==> config.mk <==
export PLATFORM = sky130hd
export DESIGN_NAME = bcd_seq_converter
export DESIGN_NICKNAME = d
export VERILOG_FILES = /design/src/rtl/bcd_pkg.sv /design/src/rtl/bcd_dabble_step.sv /design/src/rtl/bcd_seq_converter.sv
export SDC_FILE = /design/constraint.sdc
export NUM_CORES = 1
export LEC_CHECK = 0
export ABC_AREA = 1
export CAP_MARGIN = 20
export CORE_ASPECT_RATIO = 1.1
export CORE_UTILIZATION = 47
export CTS_CLUSTER_DIAMETER = 100
export CTS_CLUSTER_SIZE = 14
export DETAILED_ROUTE_END_ITERATION = 16
export GPL_TIMING_DRIVEN = 0
export PLACE_DENSITY = 0.71
export SYNTH_ARGS = -nofsm -noshare
export SYNTH_HDL_FRONTEND = slang
export SYNTH_SLANG_ARGS = --single-unit
==> constraint.sdc <==
create_clock -name clk -period 3.6 [get_ports clk]
set_input_delay 0.72 -clock clk [delete_from_list [all_inputs] [get_ports clk]]
set_output_delay 0.72 -clock clk [all_outputs]
set_load 0.005 [all_outputs]
==> src/rtl/bcd_pkg.sv <==
// Shared types and constants for the sequential binary-to-BCD converter.
// State encoding, double-dabble adjust constants and counter sizing.
package bcd_pkg;

  typedef enum logic [1:0] {
    IDLE  = 2'd0,
    SHIFT = 2'd1,
    DONE  = 2'd2
  } state_t;

  localparam logic [3:0] BCD_ADJ_TH = 4'd5;
  localparam logic [3:0] BCD_ADJ    = 4'd3;

  function automatic int cnt_w(input int bin_w);
    return $clog2(bin_w + 1);
  endfunction

endpackage

==> src/rtl/bcd_dabble_step.sv <==
// One double-dabble iteration: add 3 to every digit >= 5,
// then shift the whole BCD vector left, inserting msb at bit 0.
module bcd_dabble_step
  import bcd_pkg::*;
#(
  parameter int DIGITS = 3
) (
  input  logic [4*DIGITS-1:0] bcd,
  input  logic                msb,
  output logic [4*DIGITS-1:0] bcd_nxt
);

  logic [4*DIGITS-1:0] adj;

  for (genvar k = 0; k < DIGITS; k++) begin : g_dig
    logic [3:0] d;
    assign d = bcd[4*k +: 4];
    assign adj[4*k +: 4] = (d >= BCD_ADJ_TH) ? d + BCD_ADJ : d;
  end

  assign bcd_nxt = {adj[4*DIGITS-2:0], msb};

endmodule

==> src/rtl/bcd_seq_converter.sv <==
// Multi-cycle binary-to-BCD converter, one double-dabble step per clock,
// with valid/ready handshakes on both sides and one conversion in flight.
module bcd_seq_converter
  import bcd_pkg::*;
#(
  parameter int BIN_W  = 8,
  parameter int DIGITS = 3
) (
  input  logic                clk,
  input  logic                rst_n,
  input  logic                in_valid,
  output logic                in_ready,
  input  logic [BIN_W-1:0]    bin_in,
  output logic                out_valid,
  input  logic                out_ready,
  output logic [4*DIGITS-1:0] bcd_out,
  output logic                busy
);

  localparam int             CW       = cnt_w(BIN_W);
  localparam logic [CW-1:0]  CNT_LOAD = CW'(BIN_W);
  localparam logic [CW-1:0]  CNT_LAST = CW'(1);

  if ((64'd10 ** DIGITS) < (64'd1 << BIN_W)) begin : g_bad_params
    $error("bcd_seq_converter: DIGITS too small for BIN_W");
  end

  state_t              state;
  state_t              state_nxt;
  logic [CW-1:0]       cnt;
  logic [BIN_W-1:0]    bin_sr;
  logic [4*DIGITS-1:0] bcd_sr;
  logic [4*DIGITS-1:0] step_bcd;
  logic                accept;
  logic                last;

  assign accept = in_valid && in_ready && (state == IDLE);
  assign last   = (cnt == CNT_LAST);

  bcd_dabble_step #(
    .DIGITS (DIGITS)
  ) u_step (
    .bcd     (bcd_sr),
    .msb     (bin_sr[BIN_W-1]),
    .bcd_nxt (step_bcd)
  );

  always_comb begin
    state_nxt = state;
    busy      = 1'b0;
    unique case (state)
      IDLE: begin
        if (accept) state_nxt = SHIFT;
      end
      SHIFT: begin
        busy = 1'b1;
        if (last) state_nxt = DONE;
      end
      DONE: begin
        busy = 1'b1;
        if (out_ready) state_nxt = IDLE;
      end
      default: state_nxt = IDLE;
    endcase
  end

  // Handshake outputs are registered from the next state so they
  // stay low through reset and rise only after the first clock.
  always_ff @(posedge clk or negedge rst_n) begin
    if (!rst_n) begin
      state     <= IDLE;
      in_ready  <= 1'b0;
      out_valid <= 1'b0;
    end else begin
      state     <= state_nxt;
      in_ready  <= (state_nxt == IDLE);
      out_valid <= (state_nxt == DONE);
    end
  end

  always_ff @(posedge clk or negedge rst_n) begin
    if (!rst_n) begin
      cnt    <= '0;
      bin_sr <= '0;
      bcd_sr <= '0;
    end else if (accept) begin
      cnt    <= CNT_LOAD;
      bin_sr <= bin_in;
      bcd_sr <= '0;
    end else if (state == SHIFT) begin
      cnt    <= cnt - CNT_LAST;
      bin_sr <= bin_sr << 1;
      bcd_sr <= step_bcd;
    end
  end

  always_ff @(posedge clk or negedge rst_n) begin
    if (!rst_n) begin
      bcd_out <= '0;
    end else if (state == SHIFT && last) begin
      bcd_out <= step_bcd;
    end
  end

endmodule
---- Word level (Yosys, flattened, before mapping) ----
Cells that the tools add are included.
word-level totals
  register bits after elaboration ......... 40
  input port bits ......................... 12
  output and inout bits ................... 15
  logic and storage cells ................. 39
cells by class
  add/subtract/negate cells ............... 4
  magnitude comparators ................... 3
  equality and inequality tests ........... 4
  muxes and demuxes ....................... 14
  reductions and logical operators ........ 7
operator list
  cell                                                                   number
  12-bit 2-to-1 mux                                                      2
  4-bit 2-to-1 mux                                                       4
  8-bit 2-to-1 mux                                                       2
  4-bit by 3-bit >= comparator with 1-bit output, second input constant  3
  4-bit by 2-bit adder with 4-bit output, second input constant          2
  2-bit 2-to-1 mux                                                       3
  2-bit case mux with 3 select lines                                     1
  2-bit == test, second input constant                                   2
  4-bit by 1-bit == test with 1-bit output, second input constant        1
  2-bit logical NOT                                                      2
  4-bit by 1-bit subtractor with 4-bit output, second input constant     1
  3-bit by 2-bit adder with 3-bit output, second input constant          1
  1-bit logical AND                                                      3
  3-bit 2-to-1 mux                                                       1
  2-bit by 1-bit == test with 1-bit output, second input constant        1
  2-bit nonzero test                                                     1
  2-bit OR reduction                                                     1
  1-bit 2-to-1 mux                                                       1

---- Longest topological paths before layout ----
Gate-level depths: netlist (run 1).
  depth after elaboration ................. 5
  mapped depth ............................ 10
  mapped depth without buffers ............ 10

---- Cells and area by module ----
From an unflattened synthesis (run 1), not the netlist that was laid out.
second synthesis, totals
  cell total of the unflattened synthesis .. 282
  area total of the unflattened synthesis .. 2,269.7 um^2
by module, submodules not included
  module             instances  cells an instance  area an instance (um^2)  sequential area each (um^2)
  bcd_seq_converter  1          218                1,903.1                  1,001.0
  bcd_dabble_step    1          64                 366.6                    0.0

---- Worst setup path after synthesis (run 1) ----
No wires, ideal clock.
  path type ............................... register -> output
  start ................................... reg state[0]
  end ..................................... out busy
  arrival ................................. 0.760 ns
  setup slack ............................. 2.120 ns
  cell stages (with the launch flop) ...... 3
  path buffers ............................ 0
  cell sequence ........................... dfrtp_1 inv_1 ha_1
on the way
  longest elaborated chain between the ends .. 3
  elaborated cells on any way between the ends .. 4
  classes of those cells .................. eq/ne (2); mux (1); reduce/logical (1)
RTL lines
  what                                                                              RTL line                 RTL
  from (decl)                                                                       bcd_seq_converter.sv:28  state_t state;
  from (signal assigned)                                                            bcd_seq_converter.sv:75  state <= state_nxt;
  2-bit by 1-bit == test with 1-bit output / 2-bit == test (equally long branches)  bcd_seq_converter.sv:51  unique case (state)
  2-bit OR reduction (no line) *                                                    --
  1-bit 2-to-1 mux *                                                                bcd_seq_converter.sv:51
  to (decl)                                                                         bcd_seq_converter.sv:17  output logic busy
Every way passes the cells marked *; elsewhere a longest branch is shown, timed or not.

---- Worst setup path in the final report (run 1) ----
Ends and elaborated chain as after synthesis.

==> results.md, run 1 <==
* Post-route cell area at 2520 um^2
* Synth top cells by count: nand2_1 (82), dfrtp_1 (40), inv_1 (27)
* Vias post-DR at 1653
* CP delay by family, top: buffers and inverters
* Hold Crit Class: input pin to async pin
* Worst-Margin Slew at 0.4792 ns
* EDFF count, synth at 0
* Arrival time worst endpoint at 1.59 ns
* Crit path max-delay cell type: clkdlybuf4s50_1
* Max cap viols at 0
* # clock sinks at 40
* Netlist Area Pre-Place at 2082 um^2
* Final period utilization at 64.09%
* Post-DR vias/cell at 5.040
* Largest net degree at the start of global routing at 23
* CTS tree: done
* Number of distinct library cells after synthesis at 26
* Reg2reg start: state[0]
* Startpoint Class: flip-flop
* Ys async rst share at 100.0%
* Wirelength per Cell at 12.00 um
* Syn nets at 263
* NumNets Final at 297
* WP buf/inv at 2
* Leakage power total at between 1 and 1.5 nW
* Most frequent cell after synthesis: nand2_1
* Starting Density at 48.58%
* Critical path class: flip-flop to output pin
* Initial antenna violation count at 0
* Cells after synthesis at 239
* Slew Viols, Final at 0
* Die H at 71.81 um
* Ys Warns at 0
* Placement Cell Area at 2432 um^2
* Top cell type's share of synthesized area at roughly half
* Detailed Place HPWL at 2.901 mm
* Slew margin rel. at about two thirds
* IO Port Bufs at 26
* Mean post-synth cell area at 8.711 um^2
* Std-Cell Core Area at 4285 um^2
* Crit path required time at 2.88 ns
* Post-cts resize count at 0
* DIE AREA at 4700 um^2
* # DRC at 0
* Post-route setup TNS at 0 ns
* Crit-path cells: inv_1 -> ha_1 -> clkdlybuf4s50_1
* Drt initial violations at 80
* ANT cells at 0
* Peak VDD IR at 0.4235 mV
* Die width at roughly 65 um
* GR Overflow Total at 0
* Sequential fraction of the synthesis area at 48.08%
* Critical Path Source: state[0]
* Outcome: complete, no violations
* DR pass1 iterations at 4
* Antenna Violating Nets Remaining at 0
* Global-route wire length before repair at 7.279 mm
* Pwr Density at ~800 nW/um^2
* CTS Buffer Depth at 2
* Cell taking the most area after synthesis: dfrtp_1
* Clk root buf: clkbuf_8
* Final Hold Fails at 0
* Routed WL at 3.937 mm
* RSZ-0062 raised after global routing: false
* Worst clock skew at 0.006732 ns
* Slowest stage delay, CP at between 0.4 and 0.5 ns
* Max Clock Freq at ~0.43 GHz
* Total global-route track usage at approximately a fifth
* Final setup violation count at 0
* Postcts setup bufs at 0
* Ports at 27
* Vias in the first global route at 1658
* Clk Latency, worst-skew pair at 0.29 ns
* Ys flop type: dfrtp_1
* Reg2Reg Setup Slack at 2.00 ns
* Routability cong. at about 0.86
* CP Max Fanout at 6
* Htree depth at 2
* Rows at 25
* Worst Setup End Kind: output pin
* CTS Hold Bufs at 0
* Clock transition at the registers of the reported paths at 0.08 ns
* Area Growth Syn to Fin at 21.03%
* R2R cell count at 8
* Crit Reg-Reg Endpoint: bin_sr[6]
* Yosys reg bits at 40
* Fin crit period at between 2 and 2.5 ns
* Top area cells in the synthesized netlist: dfrtp_1 (48%), nand2_1 (15%), ha_1 (7.2%)
* Share of layout cells above drive strength 1 at roughly 14%
* CTS Buf Count at 5
## state kept, by name, summed over array words and instances, names as in the netlist
register	cells
bin_sr	8
in_ready	1
bcd_out	12
out_valid	1
cnt	4
bcd_sr	12
state	2
## logic make-up (layout without fill, tap and decap cells)
logic type	after synthesis	count (layout)	synth area share [%]
buf+inv	35	70	8.173
fa+ha+maj	12	12	7.211
compound gates	32	32	9.074
simple gates	120	120	27.46
flops	40	40	48.08
## cell type report
| class | instances | area (um^2) |
|---|---|---|
| fillers | 382 | 1765 |
| flip-flops and latches | 40 | 1001 |
| plain buffers | 4 | 50.05 |
| clock inverters | 3 | 18.77 |
| well taps | 54 | 67.56 |
| clock buffers | 5 | 68.82 |
| multi-input cells | 164 | 910.9 |
| repair buffers | 27 | 282.8 |
| inverters | 31 | 120.1 |
## cell usage in the layout (no fill, tap or decap)
master / instances
o21bai_1: 1
o211ai_2: 1
clkinv_4: 1
nand2_2: 5
o21ai_0: 17
nand3_4: 1
buf_16: 1
nor2_1: 3
o21ai_2: 1
ha_1: 12
clkdlybuf4s50_1: 25
buf_4: 1
inv_2: 2
buf_6: 2
nand2_1: 82
buf_2: 1
o211ai_1: 4
o21ai_1: 1
buf_12: 1
clkbuf_8: 5
dfrtp_1: 40
nand4_1: 2
clkinv_2: 3
nor3_1: 1
inv_4: 1
nand3_2: 10
o22ai_1: 4
nand2_4: 1
inv_1: 27
nand3_1: 15
a21oi_1: 3
## report_power, final
part	switching, mW	internal [mW]
sequential	0.123	0.623
clock	0.163	0.135
combinational	0.556	0.422
total	0.842	1.18
## metal layers
metal | routed length (um) | GRT usage [%] | vias to the layer above
li1 | - | - | 838
met2 | 1892 | 32.30 | 32
met3 | 121 | 5.732 | 6
met4 | 44 | 6.522 | 0
met5 | 0 | 0 | -
met1 | 1879 | 26.75 | 777
## worst max-delay path by stage
stage | to | cells after the start
2_1_floorplan | busy | 2
3_3_place_gp | bin_sr[3] | 1
3_5_place_dp | bin_sr[6] | 7
4_1_cts | busy | 3
5_1_grt | busy | 3
6_report | busy | 3
## metrics by stage
step	hold WS [ns]	cells	total power, mW	utilization (%)	setup slack, ns
floorplan	0.4244	239	1.420	-	2.120
global placement	0.4630	319	1.703	56.23	0.7199
detailed placement	0.4655	320	1.738	56.76	1.532
CTS	0.3829	328	2.044	58.80	1.277
global route	0.3993	328	2.215	58.80	1.203
finish	0.3741	328	2.022	58.80	1.293
Power figures use the tool's default switching activity.
==> run 2, diff against run 1 <==
- PLACE_DENSITY: 0.71 -> 0.73
- clock period: 3.6 -> 2 ns (I/O delays scaled with it)
==> results.md, run 2 (synthesis gave the netlist of run 1 again) <==
* Die H at 71.81 um
* Slew Viols, Final at 0
* # DRC at 0
* Initial antenna violation count at 0
* Crit path required time at 1.60 ns
* Most frequent cells in the layout: nand2_1 (82), dfrtp_1 (38), inv_1 (27), clkdlybuf4s50_1 (25), o21ai_0 (17)
* Startpoint Class: flip-flop
* Worst-Margin Slew at 0.3687 ns
* Share of layout cells above drive strength 1 at 14.49%
* Wirelength per Cell at 12.24 um
* WP buf/inv at 2
* Vias in the first global route at ~1700
* Total global-route track usage at 20.46%
* CTS tree: done
* Starting Density at 48.58%
* Final period utilization at 96.20%
* Die width at 65.46 um
* DP Worst Slack at about 0.25 ns
* ANT cells at 0
* Worst Setup End Kind: output pin
* CP delay by family, top: buffers and inverters
* IO Port Bufs at 26
* Rows at 25
* Clk network pwr share at between 10% and 20%
* Post-DR vias/cell at just under 5
* Clk Latency, worst-skew pair at 0.29 ns
* Max Clock Freq at approximately 0.52 GHz
* # clock sinks at 40
* Hold Crit Class: input pin to async pin
* Area Growth Syn to Fin at 22.48%
* DIE AREA at 4700 um^2
* Clk root buf: clkbuf_8
* Outcome: complete, no violations
* Antenna Violating Nets Remaining at 0
* Std-Cell Core Area at 4285 um^2
* Ports at 27
* Max cap viols at 0
* Combinational share of power at 47.6%
* Setup slack after layout at ~0.076 ns
* Slowest stage delay, CP at 0.49 ns
* GR Overflow Total at 0
* Post-route setup TNS at 0 ns
* Leakage power total at 1.286 nW
* DR pass1 iterations at 4
* CP Max Fanout at 6
* Critical path class: flip-flop to output pin
* Internal power at 2.277 mW
* Sw frac at 40.00%
* Commonest non-fill, non-tap cell in the layout: nand2_1
* Arrival time worst endpoint at 1.52 ns
* Slew margin rel. at 75.42%
* CTS Buffer Depth at 2
* Fillcell total at 379
* NumNets Final at 299
* Flop pwr share at 35.3%
* Detailed Place HPWL at 2.945 mm
* Peak VDD IR at about 0.89 mV
* Routed WL at 4.039 mm
* Crit path max-delay cell type: clkdlybuf4s50_1
* Largest net degree at the start of global routing at 27
* Final Hold Fails at 0
* Clock transition at the registers of the reported paths at 0.08 ns
* Drt initial violations at 63
* Crit-path cells: inv_1 -> ha_1 -> clkdlybuf4s50_1
* Pwr Density at 1488 nW/um^2
* Worst clock skew at roughly 0.0099 ns
* Top flop regs: bcd_out (12), bcd_sr (12), bin_sr (8)
* Vias post-DR at around 1600
* Fin crit period at 1.924 ns
* RSZ-0062 raised after global routing: false
* Routability cong. at 0.8670
* Final setup violation count at 0
* Global-route wire length before repair at approximately 7.3 mm
* Htree depth at 2
* Switch Pwr at 1.518 mW
* CTS Buf Count at 5
[run 2: cell count changes in the layout (fill, tap and decap cells not counted)]
cell | previous run | this run
clkinv_2 | 3 | 2
buf_4 | 1 | 3
clkinv_4 | 1 | 0
dfrtp_2 | 0 | 2
clkbuf_1 | 0 | 1
buf_12 | 1 | 2
buf_16 | 1 | 0
bufinv_16 | 0 | 1
dfrtp_1 | 40 | 38
[run 2: worst reg2reg max path, cell delays in order, from the launching register on]
cell and delay, ns:
dfrtp_2 0.44, inv_1 0.09, ha_1 0.22, nand3_2 0.20
nand2_4 0.18, inv_4 0.07, buf_12 0.15, nand2_1 0.07
o211ai_2 0.07
[run 2: path summary, 6_finish.rpt]
check                            from    endpoint  slack [ns]  depth (start not counted)
min in group clk           bcd_out[9]  bcd_out[9]        0.48                          2
max reg2reg                  state[0]   bin_sr[6]        0.42                          8
max                          state[0]        busy        0.08                          3
min                             rst_n  bcd_out[6]        0.01                          1
max in group asynchronous       rst_n    state[0]        1.51                          2
min reg2reg                bcd_out[9]  bcd_out[9]        0.48                          2
[run 2: what timing repair did]
item                                    4_1_cts  5_1_grt
buffers inserted                              0        2
resized for setup                             1        1
hold buffers                                  0        0
endpoints found under the setup margin        1        1
[run 2: cell type report]
| cell class | instances | area, um^2 | share of cell area, % |
|---|---|---|---|
| Tap cell | 54 | 67.56 | 2.650 |
| Timing Repair Buffer | 29 | 290.3 | 11.38 |
| Clock inverter | 2 | 35.03 | 1.374 |
| Inverter | 31 | 120.1 | 4.710 |
| Clock buffer | 6 | 72.57 | 2.846 |
| Multi-Input combinational cell | 164 | 910.9 | 35.72 |
| Sequential cell | 40 | 1003 | 39.35 |
| Buffer | 4 | 50.05 | 1.963 |
[run 2: layer usage]
metal,global-route usage [%],wire [um],vias up
li1,-,-,837
met1,23.51,1825,771
met2,37.00,2015,26
met3,4.777,145,5
met4,6.522,53,0
met5,0,0,-
[run 2: stage by stage]
stage | utilization [%] | cell area, um^2 | std cells | power, mW | hold WS (ns)
after global placement | 56.23 | 2410 | 319 | 3.062 | 0.4623
after detailed placement | 56.58 | 2425 | 320 | 3.136 | 0.3356
after global routing | 59.50 | 2550 | 330 | 4.123 | 0.02614
after floorplan | - | 2082 | 239 | 2.557 | 0.1044
after CTS | 59.12 | 2534 | 328 | 3.807 | 0.01472
final | 59.50 | 2550 | 330 | 3.795 | 0.01124
[run 2: power by group through the flow]
stage                     clock network (mW)  logic [mW]  registers (mW)
final                                  0.646        1.81            1.34
after global placement                     0        1.72            1.34
after global routing                   0.702        2.04            1.38
after CTS                              0.669        1.79            1.34
after floorplan                            0        1.24            1.32
after detailed placement                   0        1.78            1.35
